### src/rtl/pipe_hazard_if.sv
// pipe_hazard_if: pipeline-to-hazard-controller signal bundle
interface pipe_hazard_if #(parameter int REG_ADDR_W = 5, parameter int CNT_W = 32);
  logic [REG_ADDR_W-1:0] id_rs1_addr;
  logic [REG_ADDR_W-1:0] id_rs2_addr;
  logic id_rs1_used;
  logic id_rs2_used;
  logic id_branch;
  logic ex_rmem_en;
  logic [REG_ADDR_W-1:0] ex_wreg_addr;
  logic mem_req;
  logic dmem_ready;
  logic [3:0] stall;
  logic [3:0] flush;
  logic redirect_en;
  logic bus_err;
  logic [CNT_W-1:0] stall_cnt;
  modport master (
    output id_rs1_addr, id_rs2_addr, id_rs1_used, id_rs2_used, id_branch,
    output ex_rmem_en, ex_wreg_addr, mem_req, dmem_ready,
    input stall, flush, redirect_en, bus_err, stall_cnt
  );
  modport slave (
    input id_rs1_addr, id_rs2_addr, id_rs1_used, id_rs2_used, id_branch,
    input ex_rmem_en, ex_wreg_addr, mem_req, dmem_ready,
    output stall, flush, redirect_en, bus_err, stall_cnt
  );
endinterface

### src/rtl/pipe_hazard_ctrl.sv
// pipe_hazard_ctrl: per-cycle hold/flush decisions for the 5-stage pipeline
module pipe_hazard_ctrl #(
  parameter int REG_ADDR_W = 5,
  parameter int TIMEOUT = 16,
  parameter int CNT_W = 32
) (
  input logic clk,
  input logic rst_n,
  pipe_hazard_if.slave bus
);
  localparam int WW = $clog2(TIMEOUT);
  typedef enum logic {RUN, MWAIT} state_t;
  state_t state, state_nxt;
  logic [WW-1:0] wait_cnt, wait_nxt;
  logic hazard;
  assign hazard = bus.ex_rmem_en && (bus.ex_wreg_addr != {REG_ADDR_W{1'b0}}) &&
                  ((bus.id_rs1_used && bus.id_rs1_addr == bus.ex_wreg_addr) ||
                   (bus.id_rs2_used && bus.id_rs2_addr == bus.ex_wreg_addr));
  always_ff @(posedge clk or negedge rst_n) begin
    if (!rst_n) begin
      state <= RUN;
      wait_cnt <= '0;
    end else begin
      state <= state_nxt;
      wait_cnt <= wait_nxt;
    end
  end
  // memory wait outranks load-use, which outranks redirect; reset forces all outputs low
  always_comb begin
    state_nxt = state;
    wait_nxt = wait_cnt;
    bus.stall = 4'b0000;
    bus.flush = 4'b0000;
    bus.redirect_en = 1'b0;
    bus.bus_err = 1'b0;
    if (!rst_n) begin
      state_nxt = RUN;
    end else if (state == MWAIT) begin
      if (bus.dmem_ready) begin
        state_nxt = RUN;
        wait_nxt = '0;
      end else if (wait_cnt == WW'(TIMEOUT - 1)) begin
        bus.stall = 4'b0111;
        bus.flush = 4'b1100;
        bus.bus_err = 1'b1;
        state_nxt = RUN;
        wait_nxt = '0;
      end else begin
        bus.stall = 4'b1111;
        bus.flush = 4'b1000;
        wait_nxt = wait_cnt + 1'b1;
      end
    end else if (bus.mem_req && !bus.dmem_ready) begin
      bus.stall = 4'b1111;
      bus.flush = 4'b1000;
      state_nxt = MWAIT;
      wait_nxt = WW'(1);
    end else if (hazard) begin
      bus.stall = 4'b0011;
      bus.flush = 4'b0010;
    end else if (bus.id_branch) begin
      bus.redirect_en = 1'b1;
      bus.flush = 4'b0001;
    end
  end
  always_ff @(posedge clk or negedge rst_n) begin
    if (!rst_n) bus.stall_cnt <= '0;
    else if (bus.stall[0] && bus.stall_cnt != {CNT_W{1'b1}}) bus.stall_cnt <= bus.stall_cnt + 1'b1;
  end
endmodule

### src/flat_wrapper.sv
// flat-port wrapper written by rule: the top's interface ports become plain ports
module pipe_hazard_ctrl_flat 
#(
  parameter int REG_ADDR_W = 5,
  parameter int TIMEOUT = 16,
  parameter int CNT_W = 32
)
  (clk, rst_n, bus_id_rs1_addr, bus_id_rs2_addr, bus_id_rs1_used, bus_id_rs2_used, bus_id_branch, bus_ex_rmem_en, bus_ex_wreg_addr, bus_mem_req, bus_dmem_ready, bus_stall, bus_flush, bus_redirect_en, bus_bus_err, bus_stall_cnt);
  pipe_hazard_if #(.REG_ADDR_W(REG_ADDR_W), .CNT_W(CNT_W)) bus_i ();
  input logic clk;
  input logic rst_n;
  input wire logic [$bits(bus_i.id_rs1_addr)-1:0] bus_id_rs1_addr;
  input wire logic [$bits(bus_i.id_rs2_addr)-1:0] bus_id_rs2_addr;
  input wire logic [$bits(bus_i.id_rs1_used)-1:0] bus_id_rs1_used;
  input wire logic [$bits(bus_i.id_rs2_used)-1:0] bus_id_rs2_used;
  input wire logic [$bits(bus_i.id_branch)-1:0] bus_id_branch;
  input wire logic [$bits(bus_i.ex_rmem_en)-1:0] bus_ex_rmem_en;
  input wire logic [$bits(bus_i.ex_wreg_addr)-1:0] bus_ex_wreg_addr;
  input wire logic [$bits(bus_i.mem_req)-1:0] bus_mem_req;
  input wire logic [$bits(bus_i.dmem_ready)-1:0] bus_dmem_ready;
  output wire logic [$bits(bus_i.stall)-1:0] bus_stall;
  output wire logic [$bits(bus_i.flush)-1:0] bus_flush;
  output wire logic [$bits(bus_i.redirect_en)-1:0] bus_redirect_en;
  output wire logic [$bits(bus_i.bus_err)-1:0] bus_bus_err;
  output wire logic [$bits(bus_i.stall_cnt)-1:0] bus_stall_cnt;
  assign bus_i.id_rs1_addr = bus_id_rs1_addr;
  assign bus_i.id_rs2_addr = bus_id_rs2_addr;
  assign bus_i.id_rs1_used = bus_id_rs1_used;
  assign bus_i.id_rs2_used = bus_id_rs2_used;
  assign bus_i.id_branch = bus_id_branch;
  assign bus_i.ex_rmem_en = bus_ex_rmem_en;
  assign bus_i.ex_wreg_addr = bus_ex_wreg_addr;
  assign bus_i.mem_req = bus_mem_req;
  assign bus_i.dmem_ready = bus_dmem_ready;
  assign bus_stall = bus_i.stall;
  assign bus_flush = bus_i.flush;
  assign bus_redirect_en = bus_i.redirect_en;
  assign bus_bus_err = bus_i.bus_err;
  assign bus_stall_cnt = bus_i.stall_cnt;
  pipe_hazard_ctrl #(.REG_ADDR_W(REG_ADDR_W), .TIMEOUT(TIMEOUT), .CNT_W(CNT_W)) u_core (.clk(clk), .rst_n(rst_n), .bus(bus_i));
endmodule
### config.mk
export PLATFORM = sky130hd
export DESIGN_NAME = pipe_hazard_ctrl_flat
export DESIGN_NICKNAME = d
export VERILOG_FILES = /design/src/rtl/pipe_hazard_if.sv /design/src/rtl/pipe_hazard_ctrl.sv /design/src/flat_wrapper.sv
export SDC_FILE = /design/constraint.sdc
export NUM_CORES = 1
export LEC_CHECK = 0
export ABC_AREA = 1
export BUFFER_PORTS_ARGS = -buffer_cell sky130_fd_sc_hd__buf_2
export CAP_MARGIN = 20
export CELL_PAD_IN_SITES_DETAIL_PLACEMENT = 0
export CELL_PAD_IN_SITES_GLOBAL_PLACEMENT = 1
export CORE_ASPECT_RATIO = 0.75
export CORE_UTILIZATION = 40
export CTS_CLUSTER_DIAMETER = 50
export DETAILED_ROUTE_END_ITERATION = 10
export PLACE_DENSITY = 0.86
export SYNTH_ARGS = -nofsm -noshare
export SYNTH_HDL_FRONTEND = slang
export SYNTH_SLANG_ARGS = --single-unit
### constraint.sdc
create_clock -name clk -period 2.4 [get_ports clk]
set_input_delay 0.12 -clock clk [delete_from_list [all_inputs] [get_ports clk]]
set_output_delay 0.12 -clock clk [all_outputs]
set_load 0.02 [all_outputs]
# Yosys cells after proc, flatten, opt, wreduce, memory -nomap -nowiden
# Index checks and enable logic that the tools add are counted.
# Widths: inputs -> output; s select.
dict set report word_totals {
  register_bits 37
  input_bits 23
  out_inout_bits 42
  wordCells 51
}
dict set report op_classes {
  addsub 2
  eq_ne 4
  mux 31
  n_reduce_logical 11
}
# operator n
set op_table {}
lappend op_table {{$mux 4} 14}
lappend op_table {{$add 32x1->32 const B} 1}
lappend op_table {{$ne 32x32->1 const B} 1}
lappend op_table {{$mux 1} 15}
lappend op_table {{$eq 5x5->1} 2}
lappend op_table {{$logic_and 1x1->1} 6}
lappend op_table {{$reduce_bool 5->1} 1}
lappend op_table {{$add 4x1->4 const B} 1}
lappend op_table {{$eq 4x4->1 const B} 1}
lappend op_table {{$mux 3} 1}
lappend op_table {{$mux 2} 1}
lappend op_table {{$reduce_and 2->1} 1}
lappend op_table {{$reduce_bool 2->1} 1}
lappend op_table {{$logic_not 1->1} 1}
lappend op_table {{$logic_or 1x1->1} 1}

# Logic depth before layout (Yosys ltp)
# Gate-level depths: netlist (run 1).
dict set report depth {
  ltp_word 9
  mapped_depth 12
  depth_no_buf 11
}

# Worst setup path before layout (run 1)
# Ideal clock, no wire load.
dict set report synth_timing {
  kind {reg2reg}
  from {register u_core.bus.stall_cnt[0]}
  to {register u_core.bus.stall_cnt[2]}
  setup_time_ns 0.118
  arrival_time_ns 1.673
  slack_ns 0.609
  path_stages_with_launch 10
  path_buffers 1
  period_less_slack_ns 1.791
  cell_sequence {dfrtp_1 ha_1 nand3_2 inv_2 nand2_2 nor2_4 nand2_2 buf_2 nand4_1 nand2_1}
}
dict set report synth_via {
  elab_chain_len 2
  elab_cells_between_ends 3
}
# element line
set synth_rtl {}
lappend synth_rtl {{from (decl)} pipe_hazard_if.sv:25} ;# output stall, flush, redirect_en, bus_err, stall_cnt
lappend synth_rtl {{from (signal assigned)} pipe_hazard_ctrl.sv:68} ;# else if (bus.stall[0] && bus.stall_cnt != {CNT_W{1'b1}}) bus.stall_cnt <= bus.stall_cnt + 1'b1;
lappend synth_rtl {{parallel branches: the longest is 2 deep, another holds $add 32x1->32} -}
# Several ways; the timed one is not identified.
# A chain may end at the register's enable or synchronous reset.

# Final worst setup path (run 1)
dict set report layout_timing {
  from {input port rst_n}
  to {output port bus_stall[3]}
}
dict set report layout_via {
  elab_chain_len 1
}
# element line
set layout_rtl {}
lappend layout_rtl {{from (decl)} flat_wrapper.sv:11} ;# input logic rst_n;
lappend layout_rtl {{$mux 4} pipe_hazard_ctrl.sv:36} ;# if (!rst_n) begin
lappend layout_rtl {{to (decl)} flat_wrapper.sv:21} ;# output wire logic [$bits(bus_i.stall)-1:0] bus_stall;
# Every way passes these cells.

==> impl_metrics.csv, run 1 <==
group,metric,value,unit
cells_and_area,fin_cells,588,
power_and_ir_drop,max-vdd-ir-drop,0.160,mV
cells_and_area,fin_area,3270,um^2
routing,wl_per_cell,13.5,um
floorplan,dieArea,7370,um^2
cells_and_area,area_growth,16.2,%
worst_hold_path,hold_class,"in -> reg",
power_and_ir_drop,power.leakage,1.74,nW
logic_synthesis,synthArstFlopShare,1.00,
placed_design,io_buffers,64,
power_and_ir_drop,total_power,1.50,mW
timing,finalHoldViolCount,0,
logic_synthesis,ys_ff_latch,37,
worst_setup_path,start_kind,"input port",
clock_tree,cts_root_buffer,"clkbuf_8",
routing,drc,0,
global_route,antenna_found_initial,0,
clock_tree,insertion_delay,0.30,ns
power_and_ir_drop,p_per_area,459,nW/um^2
cells_and_area,antennaDiodeCount,0,
worst_setup_path,arrival,1.94,ns
routing,route.vias.total,2964,
clock_tree,cts.clk_slew.worst_paths,0.08,ns
worst_setup_path,timing.critical_path.buf_inv,5,
routing,drtIter0Drc,191,
floorplan,die_y,74.6,um
floorplan,initial_core_util,0.414,
global_route,grt_overflow,0,
cells_and_area,mostFrequentLayoutCells,"199 x nand2_1, 64 x buf_2, 62 x nor2_1, 37 x dfrtp_1, 32 x nand4_1",
worst_setup_path,cp_slowest_cell,"dlygate4sd3_1",
timing,finalCritPeriodShare,0.859,
floorplan,num_rows,26,
timing,max_freq,485,MHz
logic_synthesis,yosysTopAreaCell,"dfrtp_1",
cells_and_area,fill_cells,717,
clock_tree,postCtsSetupBuffers,0,
worst_setup_path,crit_family,"buffers and inverters",
logic_synthesis,synth_edf_count,0,
timing,finalSetupTns,0,ns
global_route,grt_max_degree,39,
global_route,gr-usage-all-layers,0.234,
timing,max-slew-margin-rel,0.666,
clock_tree,cts_tree,"done",
timing,whs,0.197,ns
timing,worstMarginPinSlew,0.501,ns
worst_setup_path,max_stage_delay,0.52,ns
cells_and_area,finalNetCount,529,
timing,fin_crit,2.06,ns
floorplan,coreArea,6800,um^2
placed_design,dpl_cell_area,3170,um^2
worst_setup_path,cp.required,2.28,ns
placed_design,dp_hpwl,6.13,mm
global_route,grt_pass1_vias,2676,
worst_setup_path,cp_max_fo,7,
routing,viasPerCell,5.04,
timing,drv_slew,0,
cells_and_area,drive_gt1_frac,0.183,
logic_synthesis,syn_nets,468,
routing,totalWireLength,7.94,mm
placed_design,placed_cells,580,
logic_synthesis,synthTopCellsByArea,"dfrtp_1 33%, nand2_1 27%, nor2_1 8.3%",
cells_and_area,mostFrequentLayoutCell,"nand2_1",
logic_synthesis,ys.flop_type,"dfrtp_1",
clock_tree,clock_sinks,37,
global_route,grt_pass1_wl,13.3,mm
logic_synthesis,synth_top_area_frac,0.329,
routing,antenna_left,0,
clock_tree,cts_resized,0,
clock_tree,htree_levels,2,
worst_setup_path,cp_cell_sequence,"dlygate4sd3_1 > buf_2 > inv_1 > a21oi_2 > inv_1 > nor2_1 > o21a_1 > buf_2",
floorplan,pin_count,65,
status,outcome,"complete, no violations",
worst_setup_path,crit_path_end_kind,"primary output",
timing,rsz0062_at_grt,"false",
timing,finalClockSkew,0.0105,ns
logic_synthesis,synth_cell_type_count,32,
floorplan,fp.dieW,98.8,um
clock_tree,cts_buffers,5,
logic_synthesis,synth_area_per_cell,6.35,um^2
routing,firstDrtPassIters,5,
worst_setup_path,crit_type,"in -> out",
logic_synthesis,synth.cell_area,2810,um^2
job,max_cap_violations,0,
clock_tree,ctsLongestPathBuffers,2,
timing,setup_violations,0,
logic_synthesis,syn-instance-count,443,
logic_synthesis,yosysWarningCount,0,
placed_design,gp_congestion,0.910,
logic_synthesis,yosysSeqAreaShare,0.329,
[power breakdown]
part / switching [mW] / internal [mW] / leakage (nW)
Clock: 0.227 / 0.228 / 0.0443
Combinational: 0.213 / 0.107 / 1.19
Sequential: 0.0653 / 0.659 / 0.509
[cell type report]
cell class | instances | area, um^2 | share of cell area
Multi-Input combinational cell | 354 | 1640 | 0.503
Tap cell | 84 | 105 | 0.0322
Sequential cell | 37 | 926 | 0.284
Inverter | 35 | 131 | 0.0402
Timing Repair Buffer | 71 | 375 | 0.115
Clock buffer | 7 | 86.3 | 0.0264
[tightest hold or removal path, delay by kind of cell]
family	cells	cell delay [ns]
AO/OA/AOI/OAI	1	0.07
buffers and inverters	1	0.11
AND/OR/NAND/NOR	2	0.14
[what timing repair did]
action	4_1_cts	5_1_grt
setup endpoints to repair	0	0
hold endpoints to repair	37	0
hold buffers	1	0
[kinds of logic after synthesis]
| family | share of synthesized area |
|---|---|
| AOI/OAI and AO/OA | 0.0196 |
| and+or+nand+nor | 0.506 |
| xor gates and xnor gates | 0.0498 |
| buffers and inverters | 0.0868 |
| DFF | 0.329 |
| adders and majority gates | 0.00890 |
[metrics by stage]
stage | setup slack [ns] | util
after floorplan | 0.609 | -
after global placement | 0.561 | 0.466
after detailed placement | 0.483 | 0.466
after CTS | 0.317 | 0.480
after global routing | 0.165 | 0.480
final | 0.339 | 0.480
[worst paths after layout]
kind / from / to / slack, ns / depth (start not counted)
worst max-delay path: rst_n / bus_stall[3] / 0.34 / 8
worst min-delay path: bus_dmem_ready / u_core.wait_cnt[2] / 0.20 / 4
worst max register to register: u_core.bus.stall_cnt[0] / u_core.bus.stall_cnt[9] / 0.45 / 9
worst min register to register: u_core.bus.stall_cnt[31] / u_core.bus.stall_cnt[31] / 0.53 / 2
max in group asynchronous: rst_n / u_core.bus.stall_cnt[14] / 1.58 / 3
min in group asynchronous: rst_n / u_core.bus.stall_cnt[10] / 0.47 / 3
[cells in the mapped netlist (all sizes together) (2+ instances only)]
master / count
nand2: 202
xnor2: 5
o21ai: 4
ha: 2
a21oi: 2
nor2: 65
xor2: 11
nand3b: 13
dfrtp: 37
nand4: 32
nor3: 3
buf: 16
inv: 34
nand3: 10
[metal layers]
layer  track usage  routed length (um)  share of wire  up-vias
li1              -                   -              -     1522
met2         0.353                3160           0.40       92
met4        0.0348                  53         0.0067        0
met5             0                   0              0        -
met3        0.0338                 586          0.074        8
met1         0.358                4130           0.52     1342
[state kept, by name (all words and copies together) (netlist names)]
| signal | cells |
|---|---|
| u_core.bus.stall_cnt | 32 |
| u_core.state | 1 |
| u_core.wait_cnt | 4 |
(Power assumes the default switching activity.)
==> run 2: changes to the inputs <==
- CORE_MARGIN: default -> 10
==> run 2 against run 1 <==
Against the previous run: sequential power down 0.6%; register-to-register slack got worse by 0.10 ns; hold slack improved by 0.0076 ns; utilization is 0.16 points higher; combinational power increased by 2%; die area up 47%; wire length grew 7.2%; cell area is 0.80% higher; total power up 8.3%; largest cell class unchanged.
==> impl_metrics.csv, run 2 (same netlist as run 1, synthesis figures left out) <==
group,metric,value,unit
status,outcome,"complete, no violations",
worst_setup_path,cp.depth,9,
clock_tree,cts_tree,"done",
worst_hold_path,hold_class,"in -> reg",
timing,finalHoldViolCount,0,
timing,setup_violations,0,
worst_setup_path,arrival,2.28,ns
cells_and_area,finalNetCount,528,
cells_and_area,mostFrequentLayoutCell,"nand2_1",
timing,rsz0062_at_grt,"false",
worst_setup_path,crit_path_end_kind,"flop",
routing,totalWireLength,8.51,mm
timing,worstMarginPinSlew,0.495,ns
worst_setup_path,cp_slowest_cell,"dfrtp_1",
clock_tree,clock_sinks,37,
placed_design,io_buffers,64,
clock_tree,cts_resized,0,
cells_and_area,seqCellArea,926,um^2
routing,antenna_left,0,
cells_and_area,fill_cells,708,
timing,max_freq,488,MHz
routing,drc,0,
timing,max-slew-margin-rel,0.670,
worst_setup_path,crit_type,"reg -> reg",
power_and_ir_drop,p_per_area,493,nW/um^2
clock_tree,cts_buffers,5,
cells_and_area,top_regs,"u_core.bus.stall_cnt (32), u_core.wait_cnt (4), u_core.state (1)",
power_and_ir_drop,max-vdd-ir-drop,0.237,mV
worst_setup_path,r2r_cells,9,
cells_and_area,antennaDiodeCount,0,
timing,setup_ws,0.349,ns
timing,fin_crit,2.05,ns
floorplan,fp.dieW,117,um
placed_design,gp_congestion,0.883,
cells_and_area,mostFrequentLayoutCells,"199 x nand2_1, 64 x buf_2, 62 x nor2_1, 37 x dfrtp_1, 32 x nand4_1",
timing,finalSetupTns,0,ns
floorplan,num_rows,26,
routing,drtIter0Drc,161,
cells_and_area,largest-register,"u_core.bus.stall_cnt",
worst_setup_path,timing.critical_path.buf_inv,1,
floorplan,dieArea,10800,um^2
cells_and_area,area_growth,17.1,%
worst_setup_path,max_stage_delay,0.48,ns
clock_tree,holdBufCountCts,1,
clock_tree,postCtsSetupBuffers,0,
floorplan,initial_core_util,0.412,
worst_setup_path,cp_max_fo,32,
timing,drv_slew,0,
global_route,gr-usage-all-layers,0.158,
timing,finalCritPeriodShare,0.855,
global_route,grt_overflow,0,
worst_setup_path,crit_family,"simple AND/OR/NAND/NOR gates",
global_route,grt_pass1_vias,2725,
worst_hold_path,hold_path_depth,4,
global_route,grt_max_degree,39,
cells_and_area,largest_reg_flops,32,
routing,firstDrtPassIters,5,
floorplan,coreArea,6830,um^2
worst_setup_path,start_kind,"flop",
worst_setup_path,cp.required,2.63,ns
global_route,grt_pass1_wl,13.9,mm
floorplan,die_y,92.6,um
global_route,antenna_found_initial,0,
clock_tree,insertion_delay,0.29,ns
job,max_cap_violations,0,
cells_and_area,multi_input_area,1640,um^2
timing,finalClockSkew,0.00526,ns
power_and_ir_drop,power.leakage,1.75,nW
placed_design,dp_slack,0.379,ns
clock_tree,htree_levels,2,
worst_setup_path,rrSetupSlack,0.35,ns
floorplan,pin_count,65,
routing,route.vias.total,2917,
routing,viasPerCell,4.96,
routing,wl_per_cell,14.5,um
clock_tree,cts.clk_slew.worst_paths,0.08,ns
placed_design,dp_hpwl,6.63,mm
worst_setup_path,cp_cell_sequence,"ha_1 > nand3_2 > inv_2 > nand2_2 > nor2_4 > nand2_2 > nand3_4 > nand2_1 > nand2_1",
clock_tree,cts_root_buffer,"clkbuf_8",
cells_and_area,drive_gt1_frac,0.185,
clock_tree,ctsLongestPathBuffers,2,
-- run 2: power breakdown --
part | switching [mW] | leakage (nW) | internal [mW] | total, mW
Clock | 0.240 | 0.0574 | 0.338 | 0.578
Combinational | 0.218 | 1.19 | 0.105 | 0.324
Sequential | 0.0621 | 0.509 | 0.658 | 0.720
Total | 0.521 | 1.75 | 1.10 | 1.62
-- run 2: area by class of cell --
class | count | share of cell area
timing repair buffer | 70 | 0.112
inverter | 35 | 0.0399
clock inverter | 2 | 0.0114
multi-input combinational | 354 | 0.499
sequential | 37 | 0.281
clock buffer | 6 | 0.0251
tap | 84 | 0.0319
-- run 2: metrics by stage --
step	power [mW]	utilization	cells	cell area, um^2	hold WS (ns)
5_1_grt	1.71	0.482	588	3290	0.218
6_report	1.62	0.482	588	3290	0.205
4_1_cts	1.64	0.482	588	3290	0.191
3_3_place_gp	1.05	0.463	579	3160	0.215
3_5_place_dp	1.06	0.463	579	3160	0.221
2_1_floorplan	0.938	-	443	2810	-0.176
-- run 2: per-layer routing --
metal / wire length (um) / GRT usage
met1: 4200 / 0.230
met2: 3660 / 0.234
met3: 622 / 0.0368
met4: 36 / 0.0246
met5: 0 / 0
-- run 2: worst min-delay path, cell delays in order --
cell and delay [ns]:
buf_2 0.12, nor2_1 0.08, nand2_1 0.06, a22oi_1 0.08
-- run 2: final timing paths --
| path | startpoint | endpoint |
|---|---|---|
| worst max-delay path | u_core.bus.stall_cnt[0] | u_core.bus.stall_cnt[2] |
| worst min-delay path | bus_dmem_ready | u_core.wait_cnt[2] |
| worst max register to register | u_core.bus.stall_cnt[0] | u_core.bus.stall_cnt[2] |
| worst min register to register | u_core.bus.stall_cnt[30] | u_core.bus.stall_cnt[30] |
| max in group asynchronous | rst_n | u_core.bus.stall_cnt[2] |
| min in group asynchronous | rst_n | u_core.bus.stall_cnt[3] |
==> run 3: changes to the inputs <==
- REMOVE_ABC_BUFFERS: default -> 1
==> run 3 against run 2 <==
Against the previous run: setup slack better by 0.075 ns; count of clock-buffer cells in the layout decreased by 1; via count is 0.17% higher; clock power grew 12%; total power grew 3.7%; hold slack gained 0.0066 ns; cell area is 0.65% higher; sequential power down 0.8%; register-to-register slack better by 0.07 ns; critical path depth unchanged; first-iteration DRC count increased by 35%; critical path type unchanged; largest cell class unchanged; highest routed layer unchanged.
==> impl_metrics.csv, run 3 (same netlist as run 1, synthesis figures left out) <==
group,metric,value,unit
timing,max-slew-margin-rel,0.682,
clock_tree,htree_levels,2,
cells_and_area,drive_gt1_frac,0.186,
global_route,grt_pass1_vias,2739,
cells_and_area,finalNetCount,529,
cells_and_area,area_growth,17.8,%
routing,wl_per_cell,13.7,um
clock_tree,cts.clk_slew.worst_paths,0.08,ns
power_and_ir_drop,power.leakage,1.77,nW
timing,fin_crit,1.98,ns
routing,wl_met2,3.35,mm
worst_setup_path,crit_family,"simple AND/OR/NAND/NOR gates",
clock_tree,ctsLongestPathBuffers,2,
cells_and_area,antennaDiodeCount,0,
worst_hold_path,hold_class,"in -> reg",
routing,top_layer_used,"met4",
global_route,grt_pass1_wl,13.8,mm
worst_setup_path,crit_path_end_kind,"flop",
clock_tree,postCtsSetupBuffers,0,
worst_setup_path,cp.required,2.63,ns
routing,drtIter0Drc,217,
floorplan,initial_core_util,0.412,
cells_and_area,largest_reg_flops,32,
power_and_ir_drop,p_per_area,508,nW/um^2
worst_setup_path,cp_max_fo,32,
cells_and_area,mostFrequentLayoutCell,"nand2_1",
placed_design,gp_congestion,0.945,
clock_tree,cts_tree,"done",
global_route,grt_overflow,0,
global_route,antenna_found_initial,0,
floorplan,die_y,92.6,um
routing,wl_met3,557,um
worst_setup_path,arrival,2.21,ns
timing,rsz0062_at_grt,"false",
timing,finalCritPeriodShare,0.824,
floorplan,pin_count,65,
clock_tree,cts_resized,0,
floorplan,coreArea,6830,um^2
global_route,gr-usage-all-layers,0.154,
cells_and_area,largest-register,"u_core.bus.stall_cnt",
placed_design,io_buffers,64,
floorplan,fp.dieW,117,um
worst_setup_path,max_stage_delay,0.46,ns
routing,totalWireLength,8.08,mm
routing,viasPerCell,4.96,
timing,drv_slew,0,
timing,max_freq,506,MHz
worst_setup_path,start_kind,"flop",
routing,route.vias.total,2922,
floorplan,num_rows,26,
floorplan,dieArea,10800,um^2
placed_design,dp_slack,0.434,ns
status,outcome,"complete, no violations",
clock_tree,insertion_delay,0.29,ns
routing,drc,0,
timing,setup_ws,0.423,ns
cells_and_area,top_regs,"u_core.bus.stall_cnt (32), u_core.wait_cnt (4), u_core.state (1)",
timing,setup_violations,0,
worst_setup_path,timing.critical_path.buf_inv,1,
timing,finalHoldViolCount,0,
clock_tree,clock_sinks,37,
clock_tree,holdBufCountCts,1,
worst_setup_path,crit_type,"reg -> reg",
clock_tree,cts_root_buffer,"clkbuf_8",
cells_and_area,mostFrequentLayoutCells,"199 x nand2_1, 64 x buf_2, 62 x nor2_1, 37 x dfrtp_1, 32 x nand4_1",
clock_tree,cts_buffers,5,
routing,antenna_left,0,
worst_setup_path,cp_cell_sequence,"ha_1 > nand3_2 > inv_2 > nand2_2 > nor2_4 > nand2_2 > nand3_4 > nand2_1 > nand2_1",
timing,finalClockSkew,0.00369,ns
routing,firstDrtPassIters,5,
job,max_cap_violations,0,
power_and_ir_drop,max-vdd-ir-drop,0.219,mV
cells_and_area,final_util,0.485,
placed_design,dp_hpwl,6.33,mm
cells_and_area,fill_cells,711,
global_route,grt_max_degree,39,
routing,drt-met1-wl,4.12,mm
worst_setup_path,cp_slowest_cell,"dfrtp_1",
timing,worstMarginPinSlew,0.477,ns
==> run 3: worst register-to-register path, cell delays in order, from the launching register on <==
cell	delay, ns
dfrtp_1	0.46
ha_1	0.33
nand3_2	0.15
inv_2	0.10
nand2_2	0.08
nor2_4	0.14
nand2_2	0.14
nand3_4	0.34
nand2_1	0.10
nand2_1	0.07
==> run 3: cell type report <==
cell class / count / area, um^2 / area share
Tap cell: 84 / 105 / 0.0317
Timing Repair Buffer: 71 / 375 / 0.113
Sequential cell: 37 / 926 / 0.279
Clock inverter: 3 / 65.1 / 0.0196
Clock buffer: 5 / 68.8 / 0.0208
Inverter: 35 / 131 / 0.0397
Multi-Input combinational cell: 354 / 1640 / 0.495
==> run 3: worst paths after layout <==
check	startpoint	endpoint	slack, ns	cells past startpoint
worst max-delay path	u_core.bus.stall_cnt[0]	u_core.bus.stall_cnt[7]	0.42	9
worst min register to register	u_core.bus.stall_cnt[31]	u_core.bus.stall_cnt[31]	0.54	2
min in group asynchronous	rst_n	u_core.wait_cnt[3]	0.42	3
worst min-delay path	bus_dmem_ready	u_core.wait_cnt[2]	0.21	4
worst max register to register	u_core.bus.stall_cnt[0]	u_core.bus.stall_cnt[7]	0.42	9
max in group asynchronous	rst_n	u_core.bus.stall_cnt[12]	1.64	3
==> run 3: power by group <==
part | internal [mW] | switching [mW]
registers | 0.658 | 0.0558
clock network | 0.413 | 0.237
logic | 0.106 | 0.213
total | 1.18 | 0.506
==> run 3: per-layer routing <==
metal | vias to the layer above | global-route usage
met2 | 87 | 0.226
li1 | 1527 | -
met1 | 1304 | 0.223
met4 | 0 | 0.0318
met3 | 4 | 0.0335
met5 | - | 0
==> run 3: through the flow <==
stage | hold WS, ns | area [um^2] | instances | setup TNS (ns) | power [mW]
3_5_place_dp | 0.227 | 3170 | 580 | 0 | 1.05
5_1_grt | 0.243 | 3310 | 589 | 0 | 1.78
6_report | 0.211 | 3310 | 589 | 0 | 1.68
3_3_place_gp | 0.217 | 3170 | 580 | 0 | 1.05
2_1_floorplan | -0.176 | 2700 | 426 | -0.0784 | 0.917
4_1_cts | 0.198 | 3310 | 589 | 0 | 1.71
